**src/rtl/irq_sched_if.sv**
```systemverilog
// irq_sched bus + CPU handshake bundle.
// master drives strobes/requests; slave is the scheduler.
interface irq_sched_if #(
  parameter int NSRC = 4,
  parameter int VW   = 3
);
  logic            write;
  logic            read;
  logic [7:0]      addr;
  logic [7:0]      wdata;
  logic [7:0]      rdata;
  logic [NSRC-1:0] irq_req;
  logic [NSRC-1:0] irq_ack;
  logic            interrupt_request;
  logic            interrupt_executed;
  logic [VW-1:0]   irq_vector;

  modport master (
    output write, read, addr, wdata,
    output irq_req, interrupt_executed,
    input  rdata, irq_ack,
    input  interrupt_request, irq_vector
  );

  modport slave (
    input  write, read, addr, wdata,
    input  irq_req, interrupt_executed,
    output rdata, irq_ack,
    output interrupt_request, irq_vector
  );
endinterface

```
**src/rtl/irq_sched.sv**
```systemverilog
// irq_sched: edge-captured, masked, fixed/round-robin interrupt scheduler.
// Ports: clk, rst (sync, active low), bus (irq_sched_if.slave).
module irq_sched #(
  parameter int         NSRC = 4,
  parameter int         VW   = 3,
  parameter logic [7:0] BASE = 8'h70
) (
  input logic        clk,
  input logic        rst,
  irq_sched_if.slave bus
);

  typedef enum logic [1:0] {IDLE, REQ, ACK} state_t;

  localparam logic [7:0] A_IEN = BASE;
  localparam logic [7:0] A_PND = BASE + 8'd1;
  localparam logic [7:0] A_CFG = BASE + 8'd2;
  localparam logic [7:0] A_VEC = BASE + 8'd3;

  state_t          r_state;
  logic [NSRC-1:0] r_irq_d;
  logic [NSRC-1:0] r_ien;
  logic [NSRC-1:0] r_pend;
  logic [1:0]      r_cfg;
  logic [VW-1:0]   r_ptr;
  logic [VW-1:0]   r_vec;
  logic            r_req;
  logic [NSRC-1:0] r_ack;
  logic [7:0]      r_rdata;

  logic            w_a_ien;
  logic            w_a_pnd;
  logic            w_a_cfg;
  logic            w_a_vec;
  logic [NSRC-1:0] w_rise;
  logic [NSRC-1:0] w_w1c;
  logic [NSRC-1:0] w_vec_oh;
  logic [NSRC-1:0] w_svc;
  logic [NSRC-1:0] w_pend_nx;
  logic [NSRC-1:0] w_ien_nx;
  logic [1:0]      w_cfg_nx;
  logic [NSRC-1:0] w_elig;
  logic            w_keep;
  logic [VW-1:0]   w_ptr_nx;
  logic [VW-1:0]   w_win;
  int              w_j;
  logic [7:0]      w_rd;
  logic            w_unused;

  assign w_a_ien = (bus.addr == A_IEN);
  assign w_a_pnd = (bus.addr == A_PND);
  assign w_a_cfg = (bus.addr == A_CFG);
  assign w_a_vec = (bus.addr == A_VEC);
  assign w_unused = ^bus.wdata;

  assign w_rise   = bus.irq_req & ~r_irq_d;
  assign w_w1c    = (bus.write && w_a_pnd) ? bus.wdata[NSRC-1:0] : '0;
  assign w_vec_oh = NSRC'(1) << r_vec;
  assign w_svc    = (r_state == REQ && bus.interrupt_executed) ? w_vec_oh : '0;

  // A new rising edge outranks any clear in the same cycle.
  assign w_pend_nx = (r_pend & ~w_w1c & ~w_svc) | w_rise;
  assign w_ien_nx  = (bus.write && w_a_ien) ? bus.wdata[NSRC-1:0] : r_ien;
  assign w_cfg_nx  = (bus.write && w_a_cfg) ? bus.wdata[1:0] : r_cfg;

  assign w_elig = r_pend & r_ien & {NSRC{r_cfg[1]}};

  // Withdrawal looks at next-cycle state so a W1C/disable
  // drops the request at the same edge it takes effect.
  assign w_keep = (|(w_pend_nx & w_ien_nx & w_vec_oh)) & w_cfg_nx[1];

  assign w_ptr_nx = (r_vec == VW'(NSRC - 1)) ? '0 : r_vec + 1'b1;

  // Scan downward so the last hit is the first index from the start point.
  always_comb begin
    w_win = '0;
    w_j   = 0;
    for (int k = NSRC - 1; k >= 0; k--) begin
      w_j = r_cfg[0] ? int'(r_ptr) + k : k;
      if (w_j >= NSRC) w_j = w_j - NSRC;
      if (w_elig[w_j]) w_win = VW'(w_j);
    end
  end

  always_comb begin
    w_rd = '0;
    unique case (1'b1)
      w_a_ien: w_rd = 8'(r_ien);
      w_a_pnd: w_rd = 8'(r_pend);
      w_a_cfg: w_rd = 8'(r_cfg);
      w_a_vec: begin
        w_rd    = 8'(r_vec);
        w_rd[7] = r_req;
      end
      default: w_rd = '0;
    endcase
  end

  always_ff @(posedge clk) begin
    if (!rst) begin
      r_state <= IDLE;
      r_irq_d <= '0;
      r_ien   <= '0;
      r_pend  <= '0;
      r_cfg   <= '0;
      r_ptr   <= '0;
      r_vec   <= '0;
      r_req   <= 1'b0;
      r_ack   <= '0;
      r_rdata <= '0;
    end else begin
      r_irq_d <= bus.irq_req;
      r_pend  <= w_pend_nx;
      r_ien   <= w_ien_nx;
      r_cfg   <= w_cfg_nx;
      r_ack   <= '0;
      if (bus.read && !bus.write) r_rdata <= w_rd;
      unique case (r_state)
        IDLE: begin
          if (|w_elig) begin
            r_vec   <= w_win;
            r_req   <= 1'b1;
            r_state <= REQ;
          end
        end
        REQ: begin
          if (bus.interrupt_executed) begin
            r_req   <= 1'b0;
            r_ack   <= w_vec_oh;
            r_ptr   <= w_ptr_nx;
            r_state <= ACK;
          end else if (!w_keep) begin
            r_req   <= 1'b0;
            r_state <= IDLE;
          end
        end
        ACK: r_state <= IDLE;
        default: r_state <= IDLE;
      endcase
    end
  end

  assign bus.rdata             = r_rdata;
  assign bus.irq_ack           = r_ack;
  assign bus.interrupt_request = r_req;
  assign bus.irq_vector        = r_vec;

endmodule

```
**src/flat_wrapper.sv**
```systemverilog
// flat-port wrapper written by rule: the top's interface ports become plain ports
module irq_sched_flat 
#(
  parameter int         NSRC = 4,
  parameter int         VW   = 3,
  parameter logic [7:0] BASE = 8'h70
)
  (clk, rst, bus_write, bus_read, bus_addr, bus_wdata, bus_irq_req, bus_interrupt_executed, bus_rdata, bus_irq_ack, bus_interrupt_request, bus_irq_vector);
  irq_sched_if #(.NSRC(NSRC), .VW(VW)) bus_i ();
  input logic clk;
  input logic rst;
  input wire logic [$bits(bus_i.write)-1:0] bus_write;
  input wire logic [$bits(bus_i.read)-1:0] bus_read;
  input wire logic [$bits(bus_i.addr)-1:0] bus_addr;
  input wire logic [$bits(bus_i.wdata)-1:0] bus_wdata;
  input wire logic [$bits(bus_i.irq_req)-1:0] bus_irq_req;
  input wire logic [$bits(bus_i.interrupt_executed)-1:0] bus_interrupt_executed;
  output wire logic [$bits(bus_i.rdata)-1:0] bus_rdata;
  output wire logic [$bits(bus_i.irq_ack)-1:0] bus_irq_ack;
  output wire logic [$bits(bus_i.interrupt_request)-1:0] bus_interrupt_request;
  output wire logic [$bits(bus_i.irq_vector)-1:0] bus_irq_vector;
  assign bus_i.write = bus_write;
  assign bus_i.read = bus_read;
  assign bus_i.addr = bus_addr;
  assign bus_i.wdata = bus_wdata;
  assign bus_i.irq_req = bus_irq_req;
  assign bus_i.interrupt_executed = bus_interrupt_executed;
  assign bus_rdata = bus_i.rdata;
  assign bus_irq_ack = bus_i.irq_ack;
  assign bus_interrupt_request = bus_i.interrupt_request;
  assign bus_irq_vector = bus_i.irq_vector;
  irq_sched #(.NSRC(NSRC), .VW(VW), .BASE(BASE)) u_core (.clk(clk), .rst(rst), .bus(bus_i));
endmodule
```
**config.mk**
```make
export PLATFORM = sky130hd
export DESIGN_NAME = irq_sched_flat
export DESIGN_NICKNAME = d
export VERILOG_FILES = /design/src/rtl/irq_sched_if.sv /design/src/rtl/irq_sched.sv /design/src/flat_wrapper.sv
export SDC_FILE = /design/constraint.sdc
export NUM_CORES = 1
export LEC_CHECK = 0
export CORE_MARGIN = 2
export CORE_UTILIZATION = 55
export CTS_CLUSTER_SIZE = 30
export DETAILED_ROUTE_END_ITERATION = 10
export GPL_TIMING_DRIVEN = 0
export PLACE_DENSITY_LB_ADDON = 0.25
export SETUP_SLACK_MARGIN = 0.2
export SKIP_CTS_REPAIR_TIMING = 1
export SLEW_MARGIN = 5
export SYNTH_ARGS = -nofsm -noshare
export SYNTH_HDL_FRONTEND = slang
export SYNTH_SLANG_ARGS = --single-unit
```
**constraint.sdc**
```tcl
create_clock -name clk -period 6.7 [get_ports clk]
set_clock_uncertainty 0.05 [all_clocks]
set_input_delay 1.675 -clock clk [delete_from_list [all_inputs] [get_ports clk]]
set_output_delay 1.675 -clock clk [all_outputs]
set_load 0.05 [all_outputs]
```
Yosys cells after proc, flatten, opt, wreduce, memory -nomap -nowiden:

Index checks and enable logic that the tools add are counted.

* register bits: 35
* bits of input ports: 25
* output and inout port bits: 16
* word-level logic and storage cells: 101

* add/sub/neg operators: 8
* $lt $le $gt $ge: 8
* eq/ne operators: 8
* shift operators: 1
* multiplexer cells: 38
* bitwise operators: 12
* reduce and logical (&&, ||, !) cells: 15

Operators with widths (number)
* 2-to-1 mux 32 bit: 7
* greater-or-equal comparator 32 x 4 -> 1 bit (second input constant): 4
* less-than comparator 32 x 4 -> 1 bit (second input constant): 4
* subtractor 32 x 4 -> 32 bit (second input constant): 4
* equality test 8 x 7 -> 1 bit (second input constant): 4
* case mux 8 bit (4 select lines): 1
* AND 4 bit: 7
* 2-to-1 mux 3 bit: 6
* 2-to-1 mux 4 bit: 3
* inverter 4 bit: 3
* 2-to-1 mux 1 bit: 11
* adder 3 x 2 -> 4 bit (second input constant): 2
* binary-select mux 1 bit (select 2 bit): 4
* 2-to-1 mux 2 bit: 4
* OR reduction 4 bit: 2
* AND reduction 2 bit: 3
* AND reduction 3 bit: 2
* logical AND 1 bit: 5
* adder 3 x 1 -> 4 bit (second input constant): 1
* OR 4 bit: 1
* case mux 2 bit (2 select lines): 1
* << shifter 1 x 3 -> 4 bit (first input constant): 1
* adder 3 x 1 -> 3 bit (second input constant): 1
* equality test 3 x 2 -> 1 bit (second input constant): 1
* 8 further kinds: 8

Logic depth before layout (Yosys ltp):

Gate-level depths: netlist (run 1).

* word-level depth: 14
* gate-level depth with buffers: 8
* mapped depth without buffers: 8

Least setup slack after synthesis (run 1):

No wires, ideal clock.

* path type: input port to flip-flop
* start point: in bus_addr[1]
* end point: reg u_core.r_state[0]
* setup time: 0.084 ns
* arrival: 3.150 ns
* required time: 6.566 ns
* setup slack: 3.416 ns
* stages: 8
* path buffers: 2
* cell sequence: buf_2 nor2_4 and4_1 buf_6 mux2i_1 or4b_1 o311a_2 o31ai_2

* longest elaborated chain between the ends: 13
* elaborated cells on any way between the ends: 19
* those cells by class: 4 x eq/ne; 3 x mux; 7 x bitwise; 5 x reduce/logical

Ends and longest elaborated chain
* start, declared: line flat_wrapper.sv:14 `input wire logic [$bits(bus_i.addr)-1:0] bus_addr;`
* equality test 8 x 7 -> 1 bit: line irq_sched.sv:51 `assign w_a_pnd = (bus.addr == A_PND);`
* logical AND 1 bit: line irq_sched.sv:57 `assign w_w1c = (bus.write && w_a_pnd) ? bus.wdata[NSRC-1:0] : '0;`
* 2-to-1 mux 4 bit: line irq_sched.sv:57
* inverter 4 bit: line irq_sched.sv:62 `assign w_pend_nx = (r_pend & ~w_w1c & ~w_svc) | w_rise;`
* AND 4 bit (2 in a row): line irq_sched.sv:62
* OR 4 bit: line irq_sched.sv:62
* AND 4 bit (2 in a row): line irq_sched.sv:70 `assign w_keep = (|(w_pend_nx & w_ien_nx & w_vec_oh)) & w_cfg_nx[1];`
* OR reduction 4 bit: line irq_sched.sv:70
* AND 1 bit *: line irq_sched.sv:70
* != test 3 bit (no line) *
* AND reduction 2 bit (no line) *
* end signal, assigned: line irq_sched.sv:101 `r_state <= IDLE;`
* end signal, assigned: line irq_sched.sv:123 `r_state <= REQ;`
* end signal, assigned: line irq_sched.sv:131 `r_state <= ACK;`
* end, declared: line irq_sched.sv:20 `state_t r_state;`

Every way passes the cells marked *; elsewhere a longest branch is shown, timed or not.
A chain may end at the register's enable or synchronous reset.

Final worst setup path (run 1):

* start point: in bus_addr[2]
* end point: reg u_core.r_state[0]

Same word-level chain as after synthesis.

==> parameters.txt, run 1 <==
Parameter                              Value

Clock network
  Buffer type at the clock tree root    sky130_fd_sc_hd__clkbuf_4
  Number of buffers created by CTS    5
  Register clock-pin slew on the reported worst setup and hold paths    0.10 ns
  Clock Latency Late Sink    0.33 ns
  Number of sinks driven by the clock tree    32
  Maximum buffer depth of the clock tree    2
  H-tree level count    2
  TritonCTS clock tree    done

Critical path
  Crit path capture    u_core.r_state[0]
  Highest cell delay on the worst timing path    0.47 ns
  Start of the worst register-to-register path    u_core.r_ptr[1]
  Worst endpoint required time    6.91 ns
  FF-to-FF End    u_core.bus.irq_vector[2]
  Crit end category    flop
  Setup slack on the worst flop-to-flop path    4.55 ns
  Worst-case reg-to-reg path depth    7
  Classification of the worst setup path    in2reg
  Crit-path max FO    6
  CP max stage cell    sky130_fd_sc_hd__clkdlybuf4s50_1
  Launch point of the worst path    bus_addr[2]
  Kind of start point of the critical path    primary input
  Arrival time of the worst setup path    3.70 ns
  Cell breakdown of the critical path    clkdlybuf4s50_1, and4bb_1, and4_1, buf_6, mux2i_1, or4b_1, o311a_2, o31ai_2

Drt
  Antenna-violating nets left    0
  WL per Instance    14.6 um
  Count of routing violations after the opening detailed-route iteration    106
  Final wirelength    4.56 mm
  Total DRC errors in the routed layout    0
  DR vias/cell    5.78
  Via count of the routed design    1804
  Detailed-routing iteration count for the pre-antenna-repair pass    4

Synth
  Flip-flop and latch count after synthesis    32
  Netlist area before placement    0.00197 mm2
  Average size of a mapped cell    8.70 um2
  Number of synthesis warnings    0
  Sequential share of the synthesized area    32.6%
  Most area-hungry cell type in the Yosys netlist    sky130_fd_sc_hd__dfxtp_1
  Number of enable-type register cells in the synthesized netlist    0
  Largest cells by area after synthesis    sky130_fd_sc_hd__dfxtp_1 (33%), sky130_fd_sc_hd__nor2b_1 (5.7%), sky130_fd_sc_hd__ha_1 (5.1%)
  Proportion of register bits with asynchronous set or reset after synthesis    0%
  Number of distinct library cell variants in the gate-level netlist after synthesis    50
  Yosys top cell area share    32.6%
  Prevailing post-synth register cell    sky130_fd_sc_hd__dfxtp_1
  Post-synthesis cell count    226

GRT
  Number of global-route vias before repair    1664
  Initial antenna violation count    0
  Pin count of the biggest net entering global routing    11
  Overall Global Routing Usage    24.3%
  Residual overflow from global routing    0
  Wire length of the first global-routing pass    7.71 mm

Floorplan
  # rows    21
  Number of I/O pins    41
  Die height    63.8 um
  Initial core utilization    58.0%
  Die ar.    0.00407 mm2
  Area of the core    0.00339 mm2
  Width of the die    63.8 um

STA
  Worst rel slew slack    64.8%
  Min Clock Period, post-route    3.49 ns
  Share of the clock period used by the worst path    52.1%
  Worst-margin pin slew    0.527 ns
  F_max    0.286 GHz
  Worst hold margin    0.474 ns
  Summed negative setup slack over all endpoints    0 ns
  Hold violation total from the final report    0
  Number of setup violations in the final report    0
  Unrepaired setup endpoints after global routing    false
  Max Slew Vio Count    0

Placed design
  Placed instance area    0.00234 mm2
  Number of port buffers    31
  Last weighted congestion value of the routability-driven placer    0.836
  Final HPWL DP    3.54 mm

Cells and area
  Most frequent cells in the layout    sky130_fd_sc_hd__dfxtp_1 (32), sky130_fd_sc_hd__clkdlybuf4s50_1 (31), sky130_fd_sc_hd__nand2_1 (24)
  Most common cell after layout, fill and taps aside    sky130_fd_sc_hd__dfxtp_1
  Design Area, Final    0.00239 mm2
  Layout cell share with drive strength beyond 1    9.02%
  NumNets Final    299
  Number of diodes    0
  Synth-to-layout area growth    21.6%

Pwr
  Part of the power in combinational logic    11.0%
  Switching fraction of total power    25.4%
  Reported net switching power    0.0854 mW
  PD cells    141 mW/mm2
  Share of power burned in registers    58.3%
  Cell internal power dissipation    0.251 mW
  Static leakage power    0.897 nW
  Worst vdd ir    0.000121 V
  Clk network pwr share    30.7%

Run
  Number of violations of the max-capacitance limit    0

Run status
  Status    finished, final reports clean

Min path
  Path category of the worst min-delay check    reg2reg
==> through the flow <==
step | total power [mW] | cells | worst slack [ns] | util [%]
floorplan | 0.220 | 228 | 3.42 | -
CTS | 0.338 | 312 | 3.21 | 70.5
global placement | 0.237 | 305 | 2.88 | 69.1
detailed placement | 0.237 | 305 | 2.85 | 69.1
finish | 0.336 | 312 | 3.21 | 70.5
global route | 0.351 | 312 | 3.08 | 70.5
==> routing by layer <==
metal / global-route usage [%] / vias up / wire (um) / share of wire [%]
met5: 0 / - / 0 / 0
met4: 6.25 / 0 / 53 / 1.2
met3: 5.28 / 7 / 388 / 8.5
met2: 36.6 / 72 / 2020 / 44
met1: 35.3 / 838 / 2090 / 46
li1: - / 887 / - / -
==> critical path, delay by kind of cell <==
family | cells | cell delay [ns]
buffers and inverters | 2 | 0.60
multiplexers | 1 | 0.13
AO/OA/AOI/OAI | 2 | 0.39
AND/OR/NAND/NOR | 3 | 0.90
==> worst min-delay path by stage <==
stage / start / to / slack [ns] / cells after the start
after floorplan: u_core.r_ien[0] / u_core.r_ien[0] / 0.42 / 2
after global placement: u_core.r_ien[0] / u_core.r_ien[0] / 0.45 / 2
after detailed placement: u_core.r_ien[0] / u_core.r_ien[0] / 0.46 / 2
after CTS: u_core.r_ien[0] / u_core.r_ien[0] / 0.47 / 2
after global routing: u_core.r_ien[0] / u_core.r_ien[0] / 0.50 / 2
final: u_core.r_ien[0] / u_core.r_ien[0] / 0.47 / 2
==> synth_stat cells, types with 2 or more instances <==
library cell and instances:
sky130_fd_sc_hd__nand2b_1 3, sky130_fd_sc_hd__o22ai_1 4, sky130_fd_sc_hd__a21oi_1 5, sky130_fd_sc_hd__buf_2 3, sky130_fd_sc_hd__nor3b_1 2, sky130_fd_sc_hd__nor2_1 5
sky130_fd_sc_hd__nand2_1 24, sky130_fd_sc_hd__nand3_1 8, sky130_fd_sc_hd__nor3_1 9, sky130_fd_sc_hd__dfxtp_1 32, sky130_fd_sc_hd__nand4bb_1 2, sky130_fd_sc_hd__nand4_1 4
sky130_fd_sc_hd__clkbuf_1 7, sky130_fd_sc_hd__buf_4 3, sky130_fd_sc_hd__buf_6 2, sky130_fd_sc_hd__mux4_2 4, sky130_fd_sc_hd__nand4b_1 4, sky130_fd_sc_hd__a21boi_0 4
sky130_fd_sc_hd__a32oi_1 2, sky130_fd_sc_hd__nor2b_1 18, sky130_fd_sc_hd__a22oi_1 5, sky130_fd_sc_hd__and3_1 4, sky130_fd_sc_hd__ha_1 8, sky130_fd_sc_hd__a22o_1 2
sky130_fd_sc_hd__inv_1 11, sky130_fd_sc_hd__o211ai_1 2, sky130_fd_sc_hd__o21ai_0 8, sky130_fd_sc_hd__a31oi_1 2, sky130_fd_sc_hd__mux2i_1 9, sky130_fd_sc_hd__and2_1 10
==> flip-flops by register name, summed over array words and instances, names as in the netlist <==
register,cells
u_core.r_ptr,3
u_core.r_pend,4
u_core.bus.irq_vector,3
u_core.bus.rdata,5
u_core.bus.interrupt_request,1
u_core.r_irq_d,4
u_core.r_ien,4
u_core.bus.irq_ack,4
u_core.r_state,2
u_core.r_cfg,2
==> final cells by class <==
cell class,count,area [um2]
Buffer,15,86.3
Clock buffer,5,37.5
Clock inverter,2,12.5
Fill cell,268,998
Inverter,11,41.3
Multi-Input combinational cell,170,1200
Sequential cell,32,641
Tap cell,46,57.6
Timing Repair Buffer,31,310
==> kinds of logic (layout without fill, tap and decap cells) <==
| family | after synthesis | after routing | synth area share, % |
|---|---|---|---|
| xor gates and xnor gates | 2 | 2 | 0.891 |
| adders and majority gates | 8 | 8 | 5.09 |
| DFF | 32 | 32 | 32.6 |
| and+or+nand+nor | 101 | 101 | 29.7 |
| buffers and inverters | 26 | 64 | 6.49 |
| muxes | 14 | 14 | 9.74 |
| other | 1 | 3 | 0.191 |
| AOI/OAI and AO/OA | 42 | 42 | 15.3 |
==> power by group through the flow <==
stage	clock network, mW	logic (mW)	registers [mW]
2_1_floorplan	0	0.0204	0.199
3_3_place_gp	0	0.0363	0.200
5_1_grt	0.115	0.0401	0.197
6_report	0.103	0.0369	0.196
4_1_cts	0.106	0.0367	0.196
3_5_place_dp	0	0.0366	0.200
Power figures use the tool's default switching activity.
==> run 2: changes to the inputs <==
--- a/config.mk
+++ b/config.mk
@@ -6,7 +6,7 @@
 export NUM_CORES = 1
 export LEC_CHECK = 0
 export CORE_MARGIN = 2
-export CORE_UTILIZATION = 55
+export CORE_UTILIZATION = 51
 export CTS_CLUSTER_SIZE = 30
 export DETAILED_ROUTE_END_ITERATION = 10
 export GPL_TIMING_DRIVEN = 0
==> constraint.sdc (replaced) <==
create_clock -name clk -period 3.63 [get_ports clk]
set_clock_uncertainty 0.05 [all_clocks]
set_input_delay 0.9075 -clock clk [delete_from_list [all_inputs] [get_ports clk]]
set_output_delay 0.9075 -clock clk [all_outputs]
set_load 0.05 [all_outputs]
==> parameters.txt, run 2 (same netlist as run 1, synthesis figures left out) <==
Parameter                              Value

Run status
  Status    finished, final reports clean

Critical path
  Cell breakdown of the critical path    clkdlybuf4s50_1, and4bb_1, and4_1, buf_6, mux2i_1, or4b_1, o311a_2, o31ai_2
  CP max stage cell    sky130_fd_sc_hd__clkdlybuf4s50_1
  Highest cell delay on the worst timing path    0.47 ns
  Start of the worst register-to-register path    u_core.r_cfg[0]
  Worst-case reg-to-reg path depth    7
  Setup slack on the worst flop-to-flop path    1.42 ns
  Crit-path max FO    6
  Worst endpoint required time    3.79 ns
  Classification of the worst setup path    in2reg
  Crit end category    flop
  FF-to-FF End    u_core.bus.irq_vector[2]
  Arrival time of the worst setup path    2.92 ns
  Launch point of the worst path    bus_addr[2]
  Kind of start point of the critical path    primary input

Clock network
  Number of buffers created by CTS    5
  Number of sinks driven by the clock tree    32
  H-tree level count    2
  TritonCTS clock tree    done
  Register clock-pin slew on the reported worst setup and hold paths    0.07 ns
  Buffer type at the clock tree root    sky130_fd_sc_hd__clkbuf_8
  Maximum buffer depth of the clock tree    2
  Clock Latency Late Sink    0.29 ns

Pwr
  Static leakage power    0.924 nW
  Overall power after layout    0.774 mW
  PD cells    315 mW/mm2
  Worst vdd ir    0.000266 V

Floorplan
  # rows    22
  Area of the core    0.00369 mm2
  Die ar.    0.00437 mm2
  Number of I/O pins    41
  Initial core utilization    53.3%
  Width of the die    66.1 um
  Die height    66.1 um

Cells and area
  Synth-to-layout area growth    24.9%
  NumNets Final    299
  Layout cell share with drive strength beyond 1    9.36%
  Number of diodes    0
  Most common cell after layout, fill and taps aside    sky130_fd_sc_hd__dfxtp_1
  Flip-flop count of the largest register after layout    5
  Most frequent cells in the layout    sky130_fd_sc_hd__dfxtp_1 (32), sky130_fd_sc_hd__clkdlybuf4s50_1 (31), sky130_fd_sc_hd__nand2_1 (24)

Min path
  Beginning of the worst hold path    u_core.r_irq_d[2]
  Path category of the worst min-delay check    reg2reg
  Worst hold stages    3
  Hold-critical path endpoint    u_core.r_pend[2]

Placed design
  Last weighted congestion value of the routability-driven placer    0.808
  Final HPWL DP    3.54 mm
  Number of port buffers    31

GRT
  Initial antenna violation count    0
  Pin count of the biggest net entering global routing    12
  Number of global-route vias before repair    1595
  Residual overflow from global routing    0
  Overall Global Routing Usage    24.0%
  Wire length of the first global-routing pass    7.80 mm

STA
  Number of setup violations in the final report    0
  Worst rel slew slack    65.6%
  F_max    0.363 GHz
  Hold violation total from the final report    0
  Max Slew Vio Count    0
  Summed negative setup slack over all endpoints    0 ns
  Share of the clock period used by the worst path    75.9%
  Worst-margin pin slew    0.516 ns
  Unrepaired setup endpoints after global routing    false
  Min Clock Period, post-route    2.75 ns

Drt
  WL per Instance    15.2 um
  Count of routing violations after the opening detailed-route iteration    103
  Antenna-violating nets left    0
  Detailed-routing iteration count for the pre-antenna-repair pass    4
  DR vias/cell    5.62
  Via count of the routed design    1770
  Total DRC errors in the routed layout    0
  Final wirelength    4.78 mm

Run
  Number of violations of the max-capacitance limit    0
==> run 2: where the power goes <==
group | internal (mW) | switching [mW] | leakage (nW)
clock network | 0.203 | 0.140 | 0.0541
logic | 0.0357 | 0.0331 | 0.610
registers | 0.357 | 0.00513 | 0.260
==> run 2: cell type report <==
class / count / area [um2]
flip-flops and latches: 32 / 641
inverters: 11 / 41.3
clock buffers: 5 / 68.8
repair buffers: 31 / 310
clock inverters: 3 / 42.5
fillers: 335 / 1230
well taps: 48 / 60.1
plain buffers: 15 / 86.3
multi-input cells: 170 / 1200
==> run 2: how the worst max path moves through the flow <==
stage                                    to  depth (start not counted)
6_report                  u_core.r_state[0]                          8
5_1_grt        u_core.bus.interrupt_request                          7
4_1_cts                   u_core.r_state[0]                          8
3_5_place_dp              u_core.r_state[0]                          8
3_3_place_gp              u_core.r_state[0]                          8
2_1_floorplan             u_core.r_state[0]                          8
==> run 2: worst max-delay path: cells and delay by family <==
| kind | cells | cell delay [ns] |
|---|---|---|
| simple gates | 3 | 0.89 |
| compound gates | 2 | 0.39 |
| mux | 1 | 0.13 |
| buf+inv | 2 | 0.60 |
==> run 2: stage by stage <==
step | utilization, % | setup WS (ns) | hold slack, ns | cell area (um2) | std cells
floorplan | - | 1.11 | 0.418 | 1970 | 228
global placement | 63.5 | 0.592 | 0.448 | 2340 | 307
detailed placement | 63.5 | 0.589 | 0.453 | 2340 | 307
CTS | 66.6 | 0.886 | 0.485 | 2450 | 315
global route | 66.6 | 0.788 | 0.524 | 2450 | 315
finish | 66.6 | 0.875 | 0.488 | 2450 | 315
==> run 2: layer usage <==
| layer | up-vias | global-route usage [%] | part of all wire (%) |
|---|---|---|---|
| met5 | - | 0 | 0 |
| met4 | 0 | 9.18 | 1.1 |
| met3 | 6 | 4.94 | 6.9 |
| met2 | 56 | 37.1 | 46 |
| met1 | 818 | 32.7 | 46 |
| li1 | 890 | - | - |
